===== config.mk =====
export PLATFORM = sky130hd
export DESIGN_NAME = cordic_sequencer
export DESIGN_NICKNAME = d
export VERILOG_FILES = /design/src/rtl/cordic_sequencer.sv
export SDC_FILE = /design/constraint.sdc
export NUM_CORES = 1
export LEC_CHECK = 0
export ABC_CLOCK_PERIOD_IN_PS = 3800
export CAP_MARGIN = 5
export CORE_AREA = 3 3 184 186
export DETAILED_ROUTE_END_ITERATION = 12
export DIE_AREA = 0 0 187 189
export GPL_TIMING_DRIVEN = 1
export PLACE_DENSITY = 0.53
export REMOVE_ABC_BUFFERS = 1
export SYNTH_ARGS = -nofsm -noshare
export SYNTH_HDL_FRONTEND = slang
export SYNTH_SLANG_ARGS = --single-unit
export TNS_END_PERCENT = 30

===== constraint.sdc =====
create_clock -name clk -period 3.8 [get_ports clk]
set_input_delay 0.57 -clock clk [delete_from_list [all_inputs] [get_ports clk]]
set_output_delay 0.57 -clock clk [all_outputs]
set_load 0.02 [all_outputs]

===== src/rtl/cordic_sequencer.sv =====
// Iteration controller for the single-step CORDIC core: accepts (x,y,z), runs the micro-rotation
// schedule, returns the result. Optional CORDIC_OVERFLOW_ABORT_EN ends an operation on first overflow.
module cordic_sequencer #(
  parameter  int unsigned p_WIDTH      = 32,
  parameter  int unsigned p_ITERATIONS = 24,
  localparam int unsigned p_LOG2_WIDTH = $clog2(p_WIDTH)
) (
  input  logic                           clk,
  input  logic                           reset,
  input  logic                           inValid,
  output logic                           inReady,
  input  logic                           inMode,
  input  logic                           inSystem,
  input  logic signed [p_WIDTH-1:0]      xIn,
  input  logic signed [p_WIDTH-1:0]      yIn,
  input  logic signed [p_WIDTH-1:0]      zIn,
  output logic signed [p_WIDTH-1:0]      xPrev,
  output logic signed [p_WIDTH-1:0]      yPrev,
  output logic signed [p_WIDTH-1:0]      zPrev,
  output logic                           rotationDir,
  output logic                           rotationSystem,
  output logic        [p_WIDTH-1:0]      rotationAngle,
  output logic        [p_LOG2_WIDTH-1:0] shiftAmount,
  input  logic signed [p_WIDTH-1:0]      xResult,
  input  logic signed [p_WIDTH-1:0]      yResult,
  input  logic signed [p_WIDTH-1:0]      zResult,
  input  logic                           xOverflow,
  input  logic                           yOverflow,
  input  logic                           zOverflow,
  output logic        [p_LOG2_WIDTH-1:0] lutIndex,
  output logic                           lutSystem,
  input  logic        [p_WIDTH-1:0]      lutAngle,
  output logic                           outValid,
  input  logic                           outReady,
  output logic signed [p_WIDTH-1:0]      xOut,
  output logic signed [p_WIDTH-1:0]      yOut,
  output logic signed [p_WIDTH-1:0]      zOut,
  output logic        [2:0]              overflowOut
`ifdef CORDIC_OVERFLOW_ABORT_EN
  ,
  output logic                           abortedOut
`endif
);

  localparam logic [p_LOG2_WIDTH-1:0] MAX_SHIFT = p_LOG2_WIDTH'(p_WIDTH - 1);
  localparam logic [p_LOG2_WIDTH-1:0] LAST_STEP = p_LOG2_WIDTH'(p_ITERATIONS - 1);

  typedef enum logic [1:0] {IDLE, ITER, DONE} state_t;

  state_t                    state, state_d;
  logic                      mode_q, system_q, repeat_pending, repeat_d, out_valid_q;
  logic [p_LOG2_WIDTH-1:0]   step_count, shift_index, shift_d;
  logic [2:0]                sticky, step_ovf;
  logic                      accept, stop_iter, is_repeat;
`ifdef CORDIC_OVERFLOW_ABORT_EN
  logic                      aborted_q;
`endif

  // Next state and handshake decode
  always_comb begin
    state_d   = state;
    accept    = 1'b0;
    step_ovf  = {xOverflow, yOverflow, zOverflow};
`ifdef CORDIC_OVERFLOW_ABORT_EN
    stop_iter = (step_count == LAST_STEP) || (|step_ovf);
`else
    stop_iter = (step_count == LAST_STEP);
`endif
    case (state)
      IDLE: if (inValid) begin
        accept  = 1'b1;
        state_d = ITER;
      end
      ITER: if (stop_iter) state_d = DONE;
      DONE: if (outReady) state_d = IDLE;
      default: state_d = IDLE;
    endcase
  end

  // Hyperbolic schedule repeats indices 4, 13 and 40 once; index saturates at p_WIDTH-1
  always_comb begin
    shift_d   = shift_index;
    repeat_d  = repeat_pending;
    is_repeat = (32'(shift_index) == 32'd4) || (32'(shift_index) == 32'd13) ||
                (32'(shift_index) == 32'd40);
    if (!system_q && is_repeat && !repeat_pending) begin
      repeat_d = 1'b1;
    end else begin
      repeat_d = 1'b0;
      if (shift_index != MAX_SHIFT) shift_d = shift_index + 1'b1;
    end
  end

  always_ff @(posedge clk or posedge reset) begin
    if (reset) state <= IDLE;
    else       state <= state_d;
  end

  always_ff @(posedge clk or posedge reset) begin
    if (reset) begin
      xPrev          <= '0;
      yPrev          <= '0;
      zPrev          <= '0;
      mode_q         <= 1'b0;
      system_q       <= 1'b0;
      sticky         <= '0;
      step_count     <= '0;
      shift_index    <= '0;
      repeat_pending <= 1'b0;
      out_valid_q    <= 1'b0;
`ifdef CORDIC_OVERFLOW_ABORT_EN
      aborted_q      <= 1'b0;
`endif
    end else begin
      case (state)
        IDLE: if (accept) begin
          xPrev          <= xIn;
          yPrev          <= yIn;
          zPrev          <= zIn;
          mode_q         <= inMode;
          system_q       <= inSystem;
          sticky         <= '0;
          step_count     <= '0;
          shift_index    <= inSystem ? p_LOG2_WIDTH'(0) : p_LOG2_WIDTH'(1);
          repeat_pending <= 1'b0;
`ifdef CORDIC_OVERFLOW_ABORT_EN
          aborted_q      <= 1'b0;
`endif
        end
        ITER: begin
          xPrev          <= xResult;
          yPrev          <= yResult;
          zPrev          <= zResult;
          sticky         <= sticky | step_ovf;
          step_count     <= step_count + 1'b1;
          shift_index    <= shift_d;
          repeat_pending <= repeat_d;
          if (stop_iter) begin
            out_valid_q <= 1'b1;
`ifdef CORDIC_OVERFLOW_ABORT_EN
            aborted_q   <= |step_ovf;
`endif
          end
        end
        DONE: if (outReady) begin
          out_valid_q <= 1'b0;
`ifdef CORDIC_OVERFLOW_ABORT_EN
          aborted_q   <= 1'b0;
`endif
        end
        default: ;
      endcase
    end
  end

  // Rotation drives z toward 0, vectoring drives y toward 0
  assign rotationDir    = mode_q ? ~yPrev[p_WIDTH-1] : zPrev[p_WIDTH-1];
  assign inReady        = (state == IDLE);
  assign rotationSystem = system_q;
  assign lutSystem      = system_q;
  assign shiftAmount    = shift_index;
  assign lutIndex       = shift_index;
  assign rotationAngle  = lutAngle;
  assign outValid       = out_valid_q;
  assign xOut           = xPrev;
  assign yOut           = yPrev;
  assign zOut           = zPrev;
  assign overflowOut    = sticky;
`ifdef CORDIC_OVERFLOW_ABORT_EN
  assign abortedOut     = aborted_q;
`endif

endmodule


# After elaboration in Yosys (flattened, before gate mapping)
# Index checks and enable logic that the tools add are counted.
[word_totals] word_cells=68 reg_bits=115 output_inout_bits=242 inputBits=233
[classes] n_addsub=2 bitwise=2 mux=28 n_eq_ne=12 n_reduce_logical=13
[ops] operator="32-bit one-hot mux with 2 select lines" n=3
[ops] operator="32-bit two-way mux" n=3
[ops] operator="5-bit two-way mux" n=4
[ops] operator="5-bit one-hot mux with 2 select lines" n=2
[ops] operator="5-bit by 1-bit adder with 5-bit output, second input constant" n=2
[ops] operator="2-bit inequality test, second input constant" n=5
[ops] operator="1-bit two-way mux" n=8
[ops] operator="2-bit two-way mux" n=3
[ops] operator="2-bit one-hot mux with 3 select lines" n=1
[ops] operator="3-bit one-hot mux with 2 select lines" n=1
[ops] operator="3-bit AND reduction" n=2
[ops] operator="5-bit by 3-bit == test with 1-bit output, second input constant" n=1
[ops] operator="5-bit by 4-bit == test with 1-bit output, second input constant" n=1
[ops] operator="5-bit == test, second input constant" n=1
[ops] operator="5-bit inequality test, second input constant" n=1
[ops] operator="1-bit one-hot mux with 2 select lines" n=2
[ops] operator="2-bit AND reduction" n=2
[ops] operator="4-bit AND reduction" n=1
[ops] operator="2-bit nonzero test" n=2
[ops] operator="3-bit two-way mux" n=1
[ops] operator="3-bit OR" n=1
[ops] operator="2-bit by 1-bit == test with 1-bit output, second input constant" n=1
[ops] operator="2-bit == test, second input constant" n=1
[ops] operator="1-bit logical AND" n=2
[ops] operator="other kinds (5)" n=6

# Logic depth before layout (Yosys ltp)
# Gate-level depths: netlist (run 1).
[logic_depth] word_depth=6 depth_mapped=7 ltp_nobuf=6

# Worst setup path before layout (run 1)
# OpenSTA, ideal clock, no wires.
[synth_timing] path_type="register to register" from="register shift_index[0], in the netlist lutIndex[0]" to="register shift_index[2], in the netlist lutIndex[2]" n_path_buf=0 setup_ps=124 period_less_slack_ps=2000 stages_incl_launch_ff=7 arrival_time_ps=1876 setup_slack_ps=1800 required_time_ps=3676 cell_sequence="dfrtp_1 ha_1 and3_1 ha_1 a211o_4 and2_4 a211o_1"
[synth_via] elab_chain_cells=6 word_cells_on_any_way=13 classes_between="add/sub (1); eq/ne (5); mux (3); reduce/logical (4)"
[synth_rtl] element="from (decl)" line_no="52" text="logic [p_LOG2_WIDTH-1:0] step_count, shift_index, shift_d;"
[synth_rtl] element="from (signal assigned)" line_no="124" text="shift_index <= inSystem ? p_LOG2_WIDTH'(0) : p_LOG2_WIDTH'(1);"
[synth_rtl] element="from (signal assigned)" line_no="136" text="shift_index <= shift_d;"
[synth_rtl] element="branches (longest 6 deep; another with 5-bit by 1-bit adder with 5-bit output)"
# Parallel ways; which one is timed is not known. The select of a mux whose other input is x is not followed.
# A chain may end at the register's enable or synchronous reset.

# Worst setup path after layout (run 1)
[layout_timing] from="register state[0]" to="output port inReady"
[layout_via] elab_chain_cells=1
[layout_rtl] element="from (decl)" line_no="50" text="state_t state, state_d;"
[layout_rtl] element="from (signal assigned)" line_no="96" text="else state <= state_d;"
[layout_rtl] element="2-bit logical NOT" line_no="158" text="assign inReady = (state == IDLE);"
[layout_rtl] element="to (decl)" line_no="11" text="output logic inReady,"
# No other way between the ends.

==> run_results.csv, run 1 <==
group,metric,value,unit
status,status,"completed",
worst_setup_path,cp_data_arrival_time,1.84,ns
placed_design,port_buffers,410,
detailed_routing,drc,0,
synthesis,ys_warn_count,0,
placed_design,gp_congestion,0.7466,
placed_design,dpl.hpwl,18.04,mm
detailed_routing,drt-initial-drc-count,220,
synthesis,syn_area,6221,um^2
grt,antenna_found_initial,0,
detailed_routing,wl_met2,11.14,mm
synthesis,synth_edf_count,0,
detailed_routing,met1_length,10.83,mm
clock_network,htreeDepth,4,
die,ios,475,
synthesis,syn-mean-instance-area,8.207,um^2
worst_hold_path,hold_path.class,"in2async",
finish,final_core_util,32.15,%
synthesis,yosysSeqAreaShare,46.26,%
timing,relSlewSlack,38.82,%
timing,timing.final.crit_share,63.49,%
clock_network,clk_pin_slew,0.06,ns
clock_network,cts.repair.resized,0,
timing,max_freq,414.5,MHz
grt,grt_usage,13.30,%
die,core_area,32450,um^2
finish,layout_commonest_cell,"clkdlybuf4s50_1",
die,rows,66,
synthesis,ys_types,30,
clock_network,cts_buffer_depth,2,
timing,rsz0062_at_grt,"false",
timing,setup_ws,1.387,ns
detailed_routing,routedWlPerCell,16.66,um
timing,skew,0.006785,ns
worst_setup_path,max_stage_delay,0.66,ns
clock_network,numCtsBuffers,17,
power,peakVddDrop,0.3422,mV
finish,drive_above_1_share,4.293,%
synthesis,postSynthCellCount,758,
worst_setup_path,start_kind,"flip-flop",
detailed_routing,highest_layer,"met5",
finish,nets,1251,
worst_setup_path,endpoint_kind,"primary output",
timing,fin_crit,2.413,ns
clock_network,cts_tree,"done",
worst_setup_path,slowest_stage,"clkdlybuf4s50_1",
job,drv_cap,0,
detailed_routing,ant_nets,0,
placed_design,dp_slack,1.473,ns
synthesis,ys_ff_latch,115,
detailed_routing,vias,5963,
power,power_density,950.4,nW/um^2
timing,hold_ws,0.4364,ns
worst_setup_path,worstReg2RegStart,"lutIndex[0]",
detailed_routing,via_per_inst,4.065,
clock_network,clock_latency,0.40,ns
detailed_routing,drt_first_pass_iters,4,
grt,grt_pass1_vias,6122,
grt,gr-total-overflow,0,
synthesis,async_reset_ff_share,100.0,%
worst_setup_path,crit_path_max_fanout,9,
detailed_routing,drt-total-wl,24.43,mm
timing,setup_viol,0,
worst_setup_path,reg2reg_to,"lutIndex[2]",
clock_network,cts_setup_buffers,0,
worst_setup_path,critical_path_class,"reg2out",
worst_setup_path,reg2reg_slack,1.76,ns
finish,antennaDiodeCount,0,
timing,worst_slew_pin_slew,0.9158,ns
worst_setup_path,worstRegToRegCells,6,
grt,grt_max_degree,106,
power,leakage,4.283,nW
die,die_area,35340,um^2
clock_network,clock_sinks,115,
timing,hold_violations,0,
finish,final_cell_mix,"clkdlybuf4s50_1, nand2_1, dfrtp_1",
grt,grt_first_pass_wirelength,36.94,mm
synthesis,synth_ff_type,"dfrtp_1",
finish,layout-area-overhead-vs-synth,67.72,%
worst_setup_path,path_cells,"nor2_1, clkdlybuf4s50_1",
clock_network,hold_buffers,0,
die,die_x,187,um
die,initial_core_util,19.17,%
timing,drv_slew,0,
clock_network,root_buffer,"clkbuf_16",
die,die-height,189,um
worst_setup_path,worstPathRequired,3.23,ns
detailed_routing,wl_met3,2.053,mm
## state kept, by name, summed over array words and instances, names as in the netlist
name and cells:
state 2, overflowOut 3, zOut 32, repeat_pending 1
outValid 1, lutIndex 5, lutSystem 1, mode_q 1
xOut 32, step_count 5, yOut 32
## how the worst max path moves through the flow
stage                        start             to  depth (start not counted)
after floorplan           state[1]    lutIndex[2]                          4
after global placement     inValid  step_count[2]                          6
after detailed placement   inValid       zOut[21]                          5
after CTS                 state[0]        inReady                          2
after global routing      state[0]        inReady                          2
final                     state[0]        inReady                          2
## power by group
group          leakage (nW)  internal, W  switching (W)
Clock                 0.297      0.00113       0.000628
Combinational          2.65      0.00264        0.00306
Sequential             1.33      0.00185       0.000615
## synthesized netlist by cell type (4+ instances only)
cell / instances / share of area, %
a21oi_1: 6 / 0.48
a31oi_1: 95 / 9.6
buf_1: 6 / 0.36
buf_2: 15 / 1.2
buf_4: 134 / 16
clkbuf_1: 25 / 1.5
dfrtp_1: 115 / 46
ha_1: 5 / 1.0
inv_1: 4 / 0.24
nand2_1: 212 / 13
nand3_1: 7 / 0.56
nor2_1: 104 / 6.3
o21ai_0: 9 / 0.72
## worst max-delay path: cells and delay by family (launching register included)
family	cells	cell delay, ns
flip-flops	1	0.50
buffers and inverters	1	0.66
AND/OR/NAND/NOR	1	0.28
## per-layer routing
metal / global-route usage, % / vias up
met2: 20.44 / 289
met5: 2.747 / -
met4: 3.228 / 2
met3: 5.166 / 16
met1: 17.40 / 2795
li1: - / 2861
## cells by family (layout without fill, tap and decap cells)
group                    count (synthesis)  after routing  synth area share [%]
multiplexers                             2              2                0.4022
adder cells (fa/ha/maj)                  5              5                 1.006
flip-flops                             115            115                 46.26
buffers and inverters                  184            451                 19.49
AO/OA/AOI/OAI                          118            118                 11.83
AND/OR/NAND/NOR                        334            334                 21.02
## layout make-up
cell class                 instances  area (um^2)
fill                            3423        22020
timing repair buffer             416         4199
sequential                       115         2878
multi-input combinational        459         2152
tap                              442        553.0
clock buffer                      19        452.9
clock inverter                    12        181.4
inverter                           4        17.52
## through the flow
stage,cells,total power [W],setup TNS (ns),cell area [um^2]
6_report,1467,0.009916,0,10430
5_1_grt,1467,0.01056,0,10430
4_1_cts,1467,0.01007,0,10430
3_5_place_dp,1436,0.008235,0,9799
3_3_place_gp,1436,0.008196,0,9799
2_1_floorplan,578,0.005226,-63.28,5024
No activity file was read; power rests on OpenSTA's default activity.
==> inputs of run 2 (changes only) <==
- ABC_CLOCK_PERIOD_IN_PS: 3800 -> 2200
- clock period: 3.8 -> 2.2 ns (I/O delays scaled with it)
==> run 2 against run 1 <==
Compared with the run above:
- worst hold slack lost 0.11 ns
- cell area grew 1.5%
- die area is the same
- utilization grew 0.47 points
- critical path depth grew 4
- sequential share of layout area shrank 0.39 points
- non-clock buffer count grew 10
- combinational power grew 75%
- flip-flop and latch count is the same
- cell count grew 0.75%
- critical endpoint is now lutIndex[2]
- highest routed layer unchanged
==> run_results.csv, run 2 (synthesis gave the netlist of run 1 again) <==
group,metric,value,unit
status,status,"completed",
grt,grt_first_pass_wirelength,36.85,mm
finish,layout-area-overhead-vs-synth,70.15,%
clock_network,root_buffer,"clkbuf_16",
detailed_routing,drt_first_pass_iters,4,
placed_design,place_area,9950,um^2
power,p_int,0.009798,W
worst_setup_path,slowest_stage,"dfrtp_1",
worst_setup_path,max_stage_delay,0.44,ns
placed_design,port_buffers,410,
finish,nets,1261,
placed_design,gp_congestion,0.7743,
worst_setup_path,worstReg2RegStart,"lutIndex[0]",
finish,final_cell_mix,"clkdlybuf4s50_1, nand2_1, dfrtp_1",
grt,grt_max_degree,99,
clock_network,clock_latency,0.40,ns
worst_setup_path,path_cells,"ha_1, and3_1, ha_1, a211o_4, and2_4, a211o_1",
finish,final_cell_area,10590,um^2
die,die-height,189,um
timing,setup_viol,0,
worst_setup_path,crit_path_max_fanout,7,
detailed_routing,routedWlPerCell,16.68,um
timing,timing.final.crit_share,90.38,%
die,die_area,35340,um^2
clock_network,numCtsBuffers,17,
power,clkPwrFrac,17.7,%
worst_setup_path,start_kind,"flip-flop",
timing,worst_slew_pin_slew,0.5236,ns
power,power_density,1628,nW/um^2
clock_network,cts_setup_buffers,0,
worst_setup_path,worstPathRequired,2.49,ns
job,drv_cap,0,
power,finalPower,0.01724,W
worst_setup_path,reg2reg_slack,0.21,ns
die,core_area,32450,um^2
grt,grt_pass1_vias,6054,
placed_design,dp_cells,1446,
timing,skew,0.009883,ns
placed_design,dpl.hpwl,18.55,mm
worst_setup_path,cp-startpoint,"lutIndex[0]",
grt,grt_usage,13.34,%
clock_network,cts_buffer_depth,2,
die,ios,475,
worst_setup_path,cpMostUsedCell,"ha_1",
timing,rsz0062_at_grt,"false",
timing,fin_crit,1.988,ns
power,leakage,4.358,nW
die,initial_core_util,19.17,%
worst_setup_path,endpoint_kind,"flip-flop",
finish,layout_commonest_cell,"clkdlybuf4s50_1",
worst_hold_path,hold_path.class,"in2async",
die,rows,66,
power,peakVddDrop,0.7216,mV
detailed_routing,drc,0,
detailed_routing,via_per_inst,4.068,
worst_setup_path,cp_data_arrival_time,2.28,ns
detailed_routing,ant_nets,0,
grt,gr-total-overflow,0,
grt,antenna_found_initial,0,
worst_setup_path,critical_path_class,"reg2reg",
timing,max_freq,502.9,MHz
timing,drv_slew,0,
finish,final_core_util,32.62,%
power,p_comb_share,57.7,%
finish,antennaDiodeCount,0,
die,die_x,187,um
power,p_switching,0.007437,W
timing,hold_violations,0,
power,switching_share,43.15,%
worst_setup_path,cp.buffers_inverters,0,
detailed_routing,drt-total-wl,24.66,mm
clock_network,clk_pin_slew,0.06,ns
timing,relSlewSlack,65.10,%
detailed_routing,vias,6013,
power,pwr-share-seq,24.6,%
finish,drive_above_1_share,5.212,%
clock_network,htreeDepth,4,
clock_network,cts_tree,"done",
worst_setup_path,crit_family,"compound AO/OA/AOI/OAI gates",
detailed_routing,drt-initial-drc-count,225,
clock_network,clock_sinks,115,
finish,finalNonFillerCells,1478,
## run 2: area by class of cell
cell class / instances / area [um^2]
Timing Repair Buffer: 426 / 4348
Clock inverter: 12 / 180.2
Inverter: 4 / 17.52
Fill cell: 3390 / 21870
Clock buffer: 20 / 456.7
Tap cell: 442 / 553.0
Sequential cell: 115 / 2878
Multi-Input combinational cell: 459 / 2152
## run 2: power by group through the flow
stage,Combinational (W),Clock [W],Sequential [W]
after detailed placement,0.0101,0,0.00427
after floorplan,0.00218,0,0.00637
final,0.00995,0.00305,0.00424
after global routing,0.0107,0.00326,0.00441
after CTS,0.0101,0.00317,0.00429
after global placement,0.00999,0,0.00428
## run 2: per-stage QoR
stage / setup TNS, ns / setup slack, ns / hold slack [ns]
after floorplan: -375.48 / -2.474 / 0.4354
after global placement: 0 / 0.2307 / 0.4716
after detailed placement: 0 / 0.2120 / 0.4749
after CTS: 0 / 0.1965 / 0.3214
after global routing: 0 / 0.1410 / 0.3654
final: 0 / 0.2117 / 0.3255
## run 2: timing repair
action | CTS | global route
setup endpoints to repair | 1 | 0
resized for setup | 1 | 0
hold buffers | 0 | 0
## run 2: worst paths after layout
kind / endpoint / depth (start not counted)
setup / recovery: lutIndex[2] / 6
hold / removal: state[0] / 2
setup reg to reg: lutIndex[2] / 6
hold reg to reg: step_count[4] / 1
max in group asynchronous: xOut[17] / 3
min in group clk: yOut[30] / 3
## run 2: per-layer routing
metal / share of wire [%] / global-route usage (%) / vias to the layer above
met1: 44 / 16.86 / 2820
li1: - / - / 2887
met3: 8.8 / 5.517 / 11
met5: 0.43 / 2.747 / -
met2: 46 / 21.32 / 293
met4: 0.76 / 2.559 / 2
